<file path="config.mk">
export PLATFORM = sky130hd
export DESIGN_NAME = data_memory_arbiter
export DESIGN_NICKNAME = d
export VERILOG_FILES = /design/src/rtl/nanorisc_mem_pkg.sv /design/src/rtl/mem_arb_picker.sv /design/src/rtl/data_memory_arbiter.sv
export SDC_FILE = /design/constraint.sdc
export NUM_CORES = 1
export LEC_CHECK = 0
export ABC_AREA = 1
export BUFFER_PORTS_ARGS = -buffer_cell sky130_fd_sc_hd__buf_2
export CAP_MARGIN = 25
export CORE_ASPECT_RATIO = 0.7
export CORE_MARGIN = 8
export CORE_UTILIZATION = 35
export DETAILED_ROUTE_END_ITERATION = 8
export GPL_ROUTABILITY_DRIVEN = 0
export GPL_TIMING_DRIVEN = 1
export HOLD_SLACK_MARGIN = 0.06
export PLACE_DENSITY_LB_ADDON = 0.15
export SYNTH_ARGS = -nofsm -noshare
export SYNTH_HDL_FRONTEND = slang
export SYNTH_SLANG_ARGS = --single-unit
</file>
<file path="constraint.sdc">
create_clock -name clock -period 1.5 [get_ports clock]
set_clock_uncertainty 0.1 [all_clocks]
set_input_delay 0.15 -clock clock [delete_from_list [all_inputs] [get_ports clock]]
set_output_delay 0.15 -clock clock [all_outputs]
set_load 0.05 [all_outputs]
</file>
<file path="src/rtl/nanorisc_mem_pkg.sv">
// Shared types and constants for the NanoRisc data memory arbiter.
// Optional build macro used by this block: DATA_MEM_ARB_ROUND_ROBIN_EN.
package nanorisc_mem_pkg;

    localparam int unsigned ADDR_W_DEFAULT = 8;
    localparam int unsigned DATA_W_DEFAULT = 8;
    localparam int unsigned NUM_PORTS      = 2;

    // Requester id: 0 = core load/store path, 1 = debug/loader port
    typedef logic [0:0] portId_t;

    typedef enum logic [1:0] {
        IDLE,
        ACCESS,
        RESP
    } arbState_t;

endpackage

</file>
<file path="src/rtl/mem_arb_picker.sv">
// Combinational winner selection between the two request ports.
// DATA_MEM_ARB_ROUND_ROBIN_EN defined: on a tie the port not granted most
// recently wins. Undefined: fixed priority, port 0 wins every tie.
module mem_arb_picker (
    input  logic p0Req,
    input  logic p1Req,
`ifdef DATA_MEM_ARB_ROUND_ROBIN_EN
    input  logic lastGnt,
`endif
    output logic anyReq,
    output logic winner
);

    // Pick the winning port; a lone requester always wins
    always_comb begin
        anyReq = p0Req | p1Req;
`ifdef DATA_MEM_ARB_ROUND_ROBIN_EN
        if (p0Req && p1Req) begin
            winner = ~lastGnt;
        end else begin
            winner = p0Req ? 1'b0 : 1'b1;
        end
`else
        winner = p0Req ? 1'b0 : 1'b1;
`endif
    end

endmodule

</file>
<file path="src/rtl/data_memory_arbiter.sv">
// Two-port arbiter/sequencer for the NanoRisc 8-bit data memory.
// Serialises port 0 (load/store) and port 1 (debug/loader) requests onto the
// single memory interface. Build macro: DATA_MEM_ARB_ROUND_ROBIN_EN selects
// round-robin tie-breaking; otherwise port 0 has fixed priority.
module data_memory_arbiter
    import nanorisc_mem_pkg::*;
#(
    parameter int unsigned ADDR_W = ADDR_W_DEFAULT,
    parameter int unsigned DATA_W = DATA_W_DEFAULT
) (
    input  logic              clock,
    input  logic              reset_n,
    input  logic              p0Req,
    input  logic              p0We,
    input  logic [ADDR_W-1:0] p0Addr,
    input  logic [DATA_W-1:0] p0WData,
    input  logic              p1Req,
    input  logic              p1We,
    input  logic [ADDR_W-1:0] p1Addr,
    input  logic [DATA_W-1:0] p1WData,
    output logic              p0Gnt,
    output logic              p1Gnt,
    output logic              p0RValid,
    output logic              p1RValid,
    output logic [DATA_W-1:0] p0RData,
    output logic [DATA_W-1:0] p1RData,
    output logic [ADDR_W-1:0] memAddress,
    output logic [DATA_W-1:0] memWriteData,
    output logic              memRead,
    output logic              memWrite,
    input  logic [DATA_W-1:0] memDataOut
);

    arbState_t         state_q, state_d;
    logic              grant;
    logic              anyReq;
    logic              winner;

    logic              cmdWe_q;
    portId_t           cmdPort_q;
    logic [ADDR_W-1:0] cmdAddr_q;
    logic [DATA_W-1:0] cmdWData_q;

`ifdef DATA_MEM_ARB_ROUND_ROBIN_EN
    logic              lastGnt_q;
`endif

    mem_arb_picker uPicker (
        .p0Req   (p0Req),
        .p1Req   (p1Req),
`ifdef DATA_MEM_ARB_ROUND_ROBIN_EN
        .lastGnt (lastGnt_q),
`endif
        .anyReq  (anyReq),
        .winner  (winner)
    );

    // Memory address/data always come from the latched command
    assign memAddress   = cmdAddr_q;
    assign memWriteData = cmdWData_q;

    // State register
    always_ff @(posedge clock or negedge reset_n) begin
        if (!reset_n) begin
            state_q <= IDLE;
        end else begin
            state_q <= state_d;
        end
    end

    // Next state, grants, memory strobes and read return
    always_comb begin
        state_d  = state_q;
        grant    = 1'b0;
        p0Gnt    = 1'b0;
        p1Gnt    = 1'b0;
        memRead  = 1'b0;
        memWrite = 1'b0;
        p0RValid = 1'b0;
        p1RValid = 1'b0;
        p0RData  = '0;
        p1RData  = '0;
        case (state_q)
            IDLE: begin
                // reset_n gating keeps Gnt low while reset is held with Req high
                if (anyReq && reset_n) begin
                    grant   = 1'b1;
                    p0Gnt   = (winner == 1'b0);
                    p1Gnt   = (winner == 1'b1);
                    state_d = ACCESS;
                end
            end
            ACCESS: begin
                memWrite = cmdWe_q;
                memRead  = ~cmdWe_q;
                state_d  = cmdWe_q ? IDLE : RESP;
            end
            RESP: begin
                if (cmdPort_q == 1'b0) begin
                    p0RValid = 1'b1;
                    p0RData  = memDataOut;
                end else begin
                    p1RValid = 1'b1;
                    p1RData  = memDataOut;
                end
                state_d = IDLE;
            end
            default: state_d = IDLE;
        endcase
    end

    // Command register: capture the winner's request on grant
    always_ff @(posedge clock or negedge reset_n) begin
        if (!reset_n) begin
            cmdWe_q    <= 1'b0;
            cmdPort_q  <= 1'b0;
            cmdAddr_q  <= '0;
            cmdWData_q <= '0;
        end else if (grant) begin
            cmdPort_q  <= winner;
            cmdWe_q    <= winner ? p1We    : p0We;
            cmdAddr_q  <= winner ? p1Addr  : p0Addr;
            cmdWData_q <= winner ? p1WData : p0WData;
        end
    end

`ifdef DATA_MEM_ARB_ROUND_ROBIN_EN
    // Last-grant pointer; starts at port 1 so port 0 wins the first tie
    always_ff @(posedge clock or negedge reset_n) begin
        if (!reset_n) begin
            lastGnt_q <= 1'b1;
        end else if (grant) begin
            lastGnt_q <= winner;
        end
    end
`endif

endmodule
</file>
; ---- Yosys cells after proc, flatten, opt, wreduce, memory -nomap -nowiden
; Index checks and enable logic that the tools add are counted.
[totals]
reg_bits = 20
input_bits = 46
output_inout_bits = 38
wordCells = 35
[op_classes]
n_eq_ne = 3
muxes = 23
bitwise = 2
n_reduce_logical = 2
[ops]
columns = cell, n
row1 = $mux W8, 6
row2 = $mux W1, 14
row3 = $mux W2, 2
row4 = $pmux W2 S2, 1
row5 = $eq A2 B1 Y1 const B, 1
row6 = $eq A2 B2 Y1 const B, 1
row7 = $logic_not A2 Y1, 1
row8 = $ne A2 B2 Y1 const B, 1
row9 = $logic_and A1 B1 Y1, 1
row10 = $not A1 Y1, 1
row11 = $or A1 B1 Y1, 1

; ---- Depth between registers and ports, before layout
; Gate-level depths: netlist (run 1).
[depth]
ltp_word = 4
ltp_mapped = 8
depth_no_buf = 5

; ---- Cells and area by module
; Synthesis (run 1) repeated with hierarchy kept, for this count alone.
[hier_totals]
hier_cells = 177
area_unflattened_um2 = 1141.1
[modules_own_cells]
columns = mod, n_inst, cells_each, area_each_um2, seq_area_each_um2
row1 = data_memory_arbiter, 1, 174, 1127.3, 500.5
row2 = mem_arb_picker, 1, 3, 13.8, 0.0

; ---- Worst setup path before layout (run 1)
; No wires, ideal clock.
[synth_path]
path_type = reg2out
start = reg state_q[0]
end = out p0Gnt
arrival_time_ns = 1.523
t_required_ns = 1.250
path_slack_ns = -0.273
path_stages_with_launch = 6
n_path_buf = 2
path_cell_list = dfrtp_1 -> nor2_4 -> buf_4 -> buf_6 -> nand2_1 -> nor2_1
[synth_via]
elab_chain_cells = 2
[synth_rtl]
columns = item, line_no
row1 = start: declaration, data_memory_arbiter.sv:34  ; arbState_t state_q, state_d;
row2 = start signal: assignment, data_memory_arbiter.sv:67  ; state_q <= state_d;
row3 = $logic_not A2 Y1, data_memory_arbiter.sv:83  ; case (state_q)
row4 = $mux W1, data_memory_arbiter.sv:83
row5 = end: declaration, data_memory_arbiter.sv:21  ; output logic p0Gnt,
; No other way between the ends.

; ---- Worst setup path in the final report (run 1)
[layout_path]
start = reg state_q[1]
end = out p1RData[7]
[layout_via]
elab_chain_cells = 2
[layout_rtl]
columns = item, line_no
row1 = $eq A2 B2 Y1, data_memory_arbiter.sv:83
row2 = $mux W8, data_memory_arbiter.sv:83
row3 = end: declaration, data_memory_arbiter.sv:26  ; output logic [DATA_W-1:0] p1RData,
; No other way between the ends.

==> results.rst, run 1 <==
.. list-table::
   :header-rows: 1

   * - Metric
     - Value
   * - Status
     - finished with violations
   * - Violations in the final reports
     - setup timing
   * - Setup_tns
     - -2.48 ns
   * - Number of flip-flops and latches in the synthesized netlist
     - 20
   * - Synth Area in Simple Gates
     - 0.470
   * - Overflow left after global routing
     - 0
   * - Number of enable-type register cells in the synthesized netlist
     - 0
   * - Count of standard-cell rows
     - 18
   * - Average cell area after synthesis
     - 6.75 um2
   * - Slowest library cell on the worst path
     - sky130_fd_sc_hd__dfrtp_1
   * - Synth top area share
     - 0.412
   * - Max Fclk
     - ~0.60 GHz
   * - Synthesized-area fraction occupied by ao, oa, aoi and oai cells
     - 0
   * - Clock Tree Buf Depth
     - 2
   * - Number of vias in the routed layout
     - 1515
   * - Initial core utilization
     - 0.355
   * - DR pass1 iterations
     - 4
   * - Buffer type at the clock tree root
     - sky130_fd_sc_hd__clkbuf_8
   * - Cells after synthesis
     - between 150 and 200
   * - Cell variety after synth
     - 16
   * - Ant diodes
     - 0
   * - Top FF cell, synth
     - sky130_fd_sc_hd__dfrtp_1
   * - Insertion delay of the later-clocked pin in the worst-skew pair
     - roughly 0.25 ns
   * - Type of element capturing the critical path
     - output port
   * - Detailed-route vias per instance
     - ~4.6
   * - Clock tree from TritonCTS
     - done
   * - Clock buffers created by TritonCTS
     - 3
   * - Worst vdd ir
     - approximately 580 uV
   * - Maximum single-stage delay on the critical path
     - 0.42 ns
   * - Largest area contributor in the netlist
     - sky130_fd_sc_hd__dfrtp_1
   * - Detailed-route wire length
     - 5.11 mm
   * - Layout Utilization
     - 0.641
   * - Number of pins exceeding their max-slew limit in the final report
     - 0
   * - Maximum number of pins on one net before global-route repair
     - 20
   * - Worst Path Required
     - 1.25 ns
   * - Slew at the pin closest to its max-slew limit
     - between 0.3 and 0.4 ns
   * - Sort of element at the start of the critical path
     - flip-flop
   * - Layout-stage area growth over the synthesis result
     - 80.7%
   * - Sequential area share after synthesis
     - 0.412
   * - Leading cell types in the layout, fill and taps excluded
     - sky130_fd_sc_hd__nand2_1 (88), sky130_fd_sc_hd__buf_2 (62), sky130_fd_sc_hd__nor2_4 (19), sky130_fd_sc_hd__dfrtp_1 (19), sky130_fd_sc_hd__nand3_1 (17)
   * - Final net count
     - 329
   * - Final critical delay including setup and external delays
     - 1.66 ns
   * - Fraction of the mapped netlist area in adder cells
     - 0
   * - Largest family of logic cells by synthesized area
     - simple AND/OR/NAND/NOR gates
   * - Number of placed I/O pins
     - 84
   * - Power per standard cell area
     - 1140 nW/um2
   * - Unrepaired setup endpoints after global routing
     - yes
   * - Die W
     - between 80 and 90 um
   * - First-pass GRT wire length
     - about 7.4 mm
   * - Data arrival at the endpoint of the critical path
     - 1.41 ns
   * - Mapped cell area
     - 1210 um2
   * - Area inside the core boundary
     - 3420 um2
   * - Most common library cell in the layout ignoring fill and taps
     - sky130_fd_sc_hd__nand2_1
   * - Relative slew slack
     - 0.734
   * - Mux share of post-synthesis cell area
     - 0
   * - GRT Util Overall
     - 0.162
   * - Number of antenna violations at the first check in global routing
     - 0
   * - Final worst-path cycle share
     - 1.10
   * - Area enclosed by the die boundary
     - between 5000 and 6000 um2
   * - Cell-by-cell trace of the critical path
     - inv_2, nor2_4, buf_6, nand2_4, nor2_4, buf_6
   * - Average routed wire per standard cell
     - around 15 um
   * - Leakage power of the design
     - 1.26 nW
   * - Antenna-violating nets left
     - 0
   * - Xor/xnor share of the synthesized area
     - 0
   * - Buffers on Ports
     - 83
   * - Path type of the worst setup path
     - reg2out
   * - Proportion of layout cells with a drive suffix above 1
     - 0.495
   * - # setup viols final
     - 21
   * - Number of DRC violations after detailed-routing iteration 0
     - 65
   * - Drc violations
     - 0
   * - DP HPWL
     - 3.10 mm
   * - Critical Path Fanout Max
     - 4
   * - Number of violations of the max-capacitance limit
     - 0
   * - Die extent in y
     - 65.3 um
   * - Post-synthesis net count
     - between 200 and 250
   * - Warnings from Yosys
     - 0
   * - Min-Delay Path Class
     - in2reg
   * - Fin worst setup slack
     - -0.156 ns
   * - Async SR Flop Fraction
     - 1.00
   * - Place WS
     - just over 0.04 ns
   * - CTS sink count
     - 20
   * - Clk pin slew, worst setup/hold paths
     - 0.07 ns
   * - Htree depth
     - 1
   * - Main area contributors after synthesis
     - sky130_fd_sc_hd__dfrtp_1 (41%), sky130_fd_sc_hd__nand2_1 (27%), sky130_fd_sc_hd__nand3_1 (7.0%)
   * - Number of global-route vias before repair
     - 1459
   * - Final Hold Violating Endpoints
     - 0
## state kept, by name, indices dropped and copies added (netlist names)
| name | count |
|---|---|
| cmdPort_q | 1 |
| cmdWe_q | 1 |
| memAddress | 8 |
| memWriteData | 8 |
| state_q | 2 |
## critical path, delay by kind of cell, from the launching register on
family | cells | cell delay, ns
buffers and inverters | 3 | 0.39
DFF | 1 | 0.42
and+or+nand+nor | 3 | 0.34
## worst paths after layout
kind / slack, ns / startpoint / to / depth (start not counted)
setup reg to reg: -0.13 / state_q[1]$_DFFE_PN0P_ / cmdPort_q$_DFFE_PN0P_ / 8
max in group asynchronous: 0.56 / reset_n / memWriteData[2]$_DFFE_PN0P_ / 3
min in group asynchronous: 0.30 / reset_n / cmdWe_q$_DFFE_PN0P_ / 2
hold / removal: 0.11 / p1Addr[7] / memAddress[7]$_DFFE_PN0P_ / 5
setup / recovery: -0.16 / state_q[1]$_DFFE_PN0P_ / p1RData[7] / 6
hold reg to reg: 0.38 / memWriteData[1]$_DFFE_PN0P_ / memWriteData[1]$_DFFE_PN0P_ / 2
## cells by family after synthesis
logic type,after synthesis
flops,20
simple gates,134
buf+inv,26
## cell type report
type	instances	area [um2]
clock buffers	3	41.3
fillers	290	1230
inverters	18	67.6
multi-input cells	138	791
flip-flops and latches	20	502
well taps	50	62.6
repair buffers	102	732
## cells in the mapped netlist (2+ instances only)
cell	count
sky130_fd_sc_hd__nand2_1	88
sky130_fd_sc_hd__dfrtp_1	20
sky130_fd_sc_hd__nor2_1	18
sky130_fd_sc_hd__nand3_1	17
sky130_fd_sc_hd__inv_1	16
sky130_fd_sc_hd__buf_6	5
sky130_fd_sc_hd__nand2_2	3
sky130_fd_sc_hd__buf_4	2
sky130_fd_sc_hd__inv_2	2
sky130_fd_sc_hd__nor2_4	2
sky130_fd_sc_hd__nor3_1	2
## power by group
part / switching [mW] / internal [mW] / total (mW) / leakage (nW)
clock: 0.159 / 0.178 / 0.338 / 0.0216
combinational: 0.981 / 0.403 / 1.38 / 0.984
sequential: 0.101 / 0.676 / 0.777 / 0.251
total: 1.24 / 1.26 / 2.50 / 1.26
## stage by stage
step	cells	total power, mW	area [um2]	hold slack, ns
after floorplan	180	1.61	1220	-0.246
after global placement	312	1.91	1680	-0.0864
after detailed placement	312	1.92	1680	-0.0894
after CTS	328	2.41	2030	0.106
after global routing	331	2.65	2200	0.116
final	331	2.50	2200	0.108
## metal layers
layer | track usage | routed length [um] | vias up
met4 | 0.0278 | 130 | 0
met2 | 0.282 | 2670 | 45
li1 | - | - | 757
met3 | 0.0448 | 245 | 8
met1 | 0.198 | 2060 | 705
met5 | 0 | 0 | -
## timing repair
action	4_1_cts	5_1_grt
hold buffers	2	0
resized for setup	67	33
pin swaps	5	5
buffers inserted	9	1
setup endpoints to repair	20	40
cloned	2	2
hold endpoints to repair	20	0
No activity file was read; power rests on OpenSTA's default activity.
==> inputs of run 2 (changes only) <==
--- a/config.mk
+++ b/config.mk
@@ -16,6 +16,7 @@
 export GPL_TIMING_DRIVEN = 1
 export HOLD_SLACK_MARGIN = 0.06
 export PLACE_DENSITY_LB_ADDON = 0.15
+export SETUP_SLACK_MARGIN = 0.5
 export SYNTH_ARGS = -nofsm -noshare
 export SYNTH_HDL_FRONTEND = slang
 export SYNTH_SLANG_ARGS = --single-unit
==> run 2 against run 1 <==
The flow finishes with violations (hold timing, setup timing). Non-clock buffer count up 14. Via count rose by 5.0%. Count of clock-buffer cells in the layout up 1. Final cell count is 4.8% higher. Cell area increased by 21%. Die area stayed put. Worst setup slack gained 0.016 ns. Power grew 23%. Clock power rose by 8.0%. Critical endpoint is now p0RData[0]. Highest routed layer unchanged.
==> results.rst, run 2 (same netlist as run 1, synthesis figures left out) <==
.. list-table::
   :header-rows: 1

   * - Metric
     - Value
   * - GRT Util Overall
     - 0.162
   * - Violations in the final reports
     - hold timing, setup timing
   * - Worst hold-check slack
     - -0.0565 ns
   * - First-pass GRT wire length
     - 7.33 mm
   * - Filler cell count in the final layout
     - around 250
   * - Fraction of power spent switching nets
     - 0.462
   * - Unrepaired setup endpoints after global routing
     - yes
   * - Fin worst setup slack
     - -0.140 ns
   * - Worst reg2reg endpoint
     - memAddress[6]$_DFFE_PN0P_
   * - Worst vdd ir
     - 651 uV
   * - Critical register-to-register path startpoint
     - state_q[1]$_DFFE_PN0P_
   * - Number of vias in the routed layout
     - 1590
   * - Leading cell types in the layout, fill and taps excluded
     - sky130_fd_sc_hd__nand2_1 (72), sky130_fd_sc_hd__buf_2 (45), sky130_fd_sc_hd__buf_6 (30)
   * - Data arrival at the endpoint of the critical path
     - 1.39 ns
   * - Slew at the pin closest to its max-slew limit
     - between 0.4 and 0.5 ns
   * - Max Fclk
     - 0.610 GHz
   * - Sort of element at the start of the critical path
     - flip-flop
   * - Initial core utilization
     - 0.355
   * - Maximum number of pins on one net before global-route repair
     - 19
   * - Ant diodes
     - 0
   * - Maximum single-stage delay on the critical path
     - roughly 0.43 ns
   * - Buffers on Ports
     - 83
   * - Layout-stage area growth over the synthesis result
     - 118%
   * - Min-Delay Path Class
     - in2async
   * - Net switching power
     - 1.42 mW
   * - Number of DRC violations after detailed-routing iteration 0
     - 33
   * - Post-route cell area
     - 2650 um2
   * - Clk pin slew, worst setup/hold paths
     - 0.08 ns
   * - Critical Path Fanout Max
     - 5
   * - Relative slew slack
     - 0.717
   * - Setup slack, reg-to-reg
     - ~0.04 ns
   * - Leakage power of the design
     - 1.37 nW
   * - Die extent in y
     - 65.3 um
   * - Clock tree from TritonCTS
     - done
   * - Buffer type at the clock tree root
     - sky130_fd_sc_hd__clkbuf_8
   * - Worst Path Required
     - roughly 1.3 ns
   * - Final critical delay including setup and external delays
     - approximately 1.6 ns
   * - Number of placed I/O pins
     - 84
   * - Number of violations of the max-capacitance limit
     - 0
   * - Insertion delay of the later-clocked pin in the worst-skew pair
     - 0.26 ns
   * - Drc violations
     - 0
   * - Type of element capturing the critical path
     - output port
   * - CTS sink count
     - 20
   * - DR pass1 iterations
     - 4
   * - Overflow left after global routing
     - 0
   * - Die W
     - roughly 86 um
   * - Final worst-path cycle share
     - 1.09
   * - Library cell appearing most often on the critical path
     - sky130_fd_sc_hd__nor2_4
   * - Cell internal pwr
     - 1.65 mW
   * - Area inside the core boundary
     - 3420 um2
   * - Area enclosed by the die boundary
     - 5640 um2
   * - Status
     - finished with violations
   * - Number of pins exceeding their max-slew limit in the final report
     - 0
   * - Overall power
     - 3.07 mW
   * - Final net count
     - approximately 340
   * - Detailed-route wire length
     - roughly 5 mm
   * - Average routed wire per standard cell
     - 14.0 um
   * - DP HPWL
     - ~3 mm
   * - Quantity of hold-fixing buffers added after cts
     - 1
   * - Most common library cell in the layout ignoring fill and taps
     - sky130_fd_sc_hd__nand2_1
   * - # setup viols final
     - 22
   * - Number of global-route vias before repair
     - 1524
   * - Portion of total power attributed to sequential cells
     - 0.265
   * - Antenna-violating nets left
     - 0
   * - Htree depth
     - 1
   * - Path type of the worst setup path
     - reg2out
   * - Number of antenna violations at the first check in global routing
     - 0
   * - Combinational share of power
     - 0.616
   * - Proportion of layout cells with a drive suffix above 1
     - 0.616
   * - Reg2reg path depth
     - 7
   * - Detailed-route vias per instance
     - around 4.6
   * - Clock Tree Buf Depth
     - 2
   * - Final Hold Violating Endpoints
     - 3
   * - Count of standard-cell rows
     - 18
   * - Clock buffers created by TritonCTS
     - 3
   * - Share of power burned in the clock network
     - 0.119
   * - Cell-by-cell trace of the critical path
     - inv_2, nor2_4, buf_12, nand2_8, nor2_4, buf_6
   * - Instance area after placement
     - 1870 um2
   * - Slowest library cell on the worst path
     - sky130_fd_sc_hd__dfrtp_2
   * - Power per standard cell area
     - 1160 nW/um2
run 2: cell types whose count changed in the layout (fill, tap and decap cells not counted), moves of 5 or more:
cell and delta:
sky130_fd_sc_hd__nand2_1 -16, sky130_fd_sc_hd__buf_2 -17, sky130_fd_sc_hd__buf_4 +5, sky130_fd_sc_hd__nand2_2 +15
sky130_fd_sc_hd__buf_8 +7, sky130_fd_sc_hd__buf_6 +17
run 2: area by class of cell:
| cell class | instances | area, um2 | share of cell area |
|---|---|---|---|
| Timing Repair Buffer | 116 | 1030 | 0.390 |
| Multi-Input combinational cell | 139 | 918 | 0.347 |
| Sequential cell | 20 | 504 | 0.190 |
| Inverter | 18 | 83.8 | 0.0317 |
| Tap cell | 50 | 62.6 | 0.0236 |
| Clock buffer | 4 | 45.0 | 0.0170 |
run 2: worst max path at each step:
stage / to / depth (start not counted) / slack, ns / startpoint
2_1_floorplan: p0Gnt / 5 / 0.09 / state_q[1]$_DFFE_PN0P_
3_3_place_gp: p1RData[0] / 5 / 0.06 / state_q[1]$_DFFE_PN0P_
3_5_place_dp: p1RData[6] / 5 / 0.05 / state_q[1]$_DFFE_PN0P_
4_1_cts: p1RData[6] / 6 / -0.12 / state_q[1]$_DFFE_PN0P_
5_1_grt: p0RData[7] / 6 / -0.18 / state_q[1]$_DFFE_PN0P_
6_report: p0RData[0] / 6 / -0.14 / state_q[1]$_DFFE_PN0P_
run 2: metal layers:
metal / share of wire / wire length [um] / vias to the layer above / global-route usage
met5: 0 / 0 / - / 0
met4: 0.0031 / 15 / 0 / 0.0278
met3: 0.064 / 313 / 2 / 0.0560
met2: 0.54 / 2630 / 52 / 0.301
met1: 0.39 / 1910 / 747 / 0.178
li1: - / - / 789 / -
run 2: stage by stage:
stage	instances	util	hold WS, ns	setup TNS [ns]	worst slack, ns
2_1_floorplan	180	-	-0.246	0	0.0908
3_3_place_gp	314	0.545	-0.0791	0	0.0606
3_5_place_dp	314	0.545	-0.0801	0	0.0482
4_1_cts	335	0.708	0.110	-2.83	-0.123
5_1_grt	347	0.773	-0.0414	-3.35	-0.185
6_report	347	0.773	-0.0565	-2.32	-0.140
run 2: power by group through the flow:
stage	Sequential [mW]	Combinational [mW]	Clock, mW
after detailed placement	0.772	1.24	0
after CTS	0.806	1.67	0.363
after global placement	0.772	1.23	0
final	0.815	1.89	0.365
after floorplan	1.18	0.508	0
after global routing	0.832	1.99	0.393
run 2: repair_timing:
| action | in CTS | in global routing |
|---|---|---|
| cloned | 6 | 0 |
| buffers inserted | 10 | 12 |
| hold endpoints to repair | 20 | 3 |
| setup endpoints to repair | 57 | 70 |
| pin swaps | 10 | 13 |
| resized for setup | 103 | 38 |
run 2: worst max-delay path, delay by kind of cell, from the launching register on:
family                 cells  cell delay, ns
flip-flops                 1            0.43
buffers and inverters      3            0.39
AND/OR/NAND/NOR            3            0.30
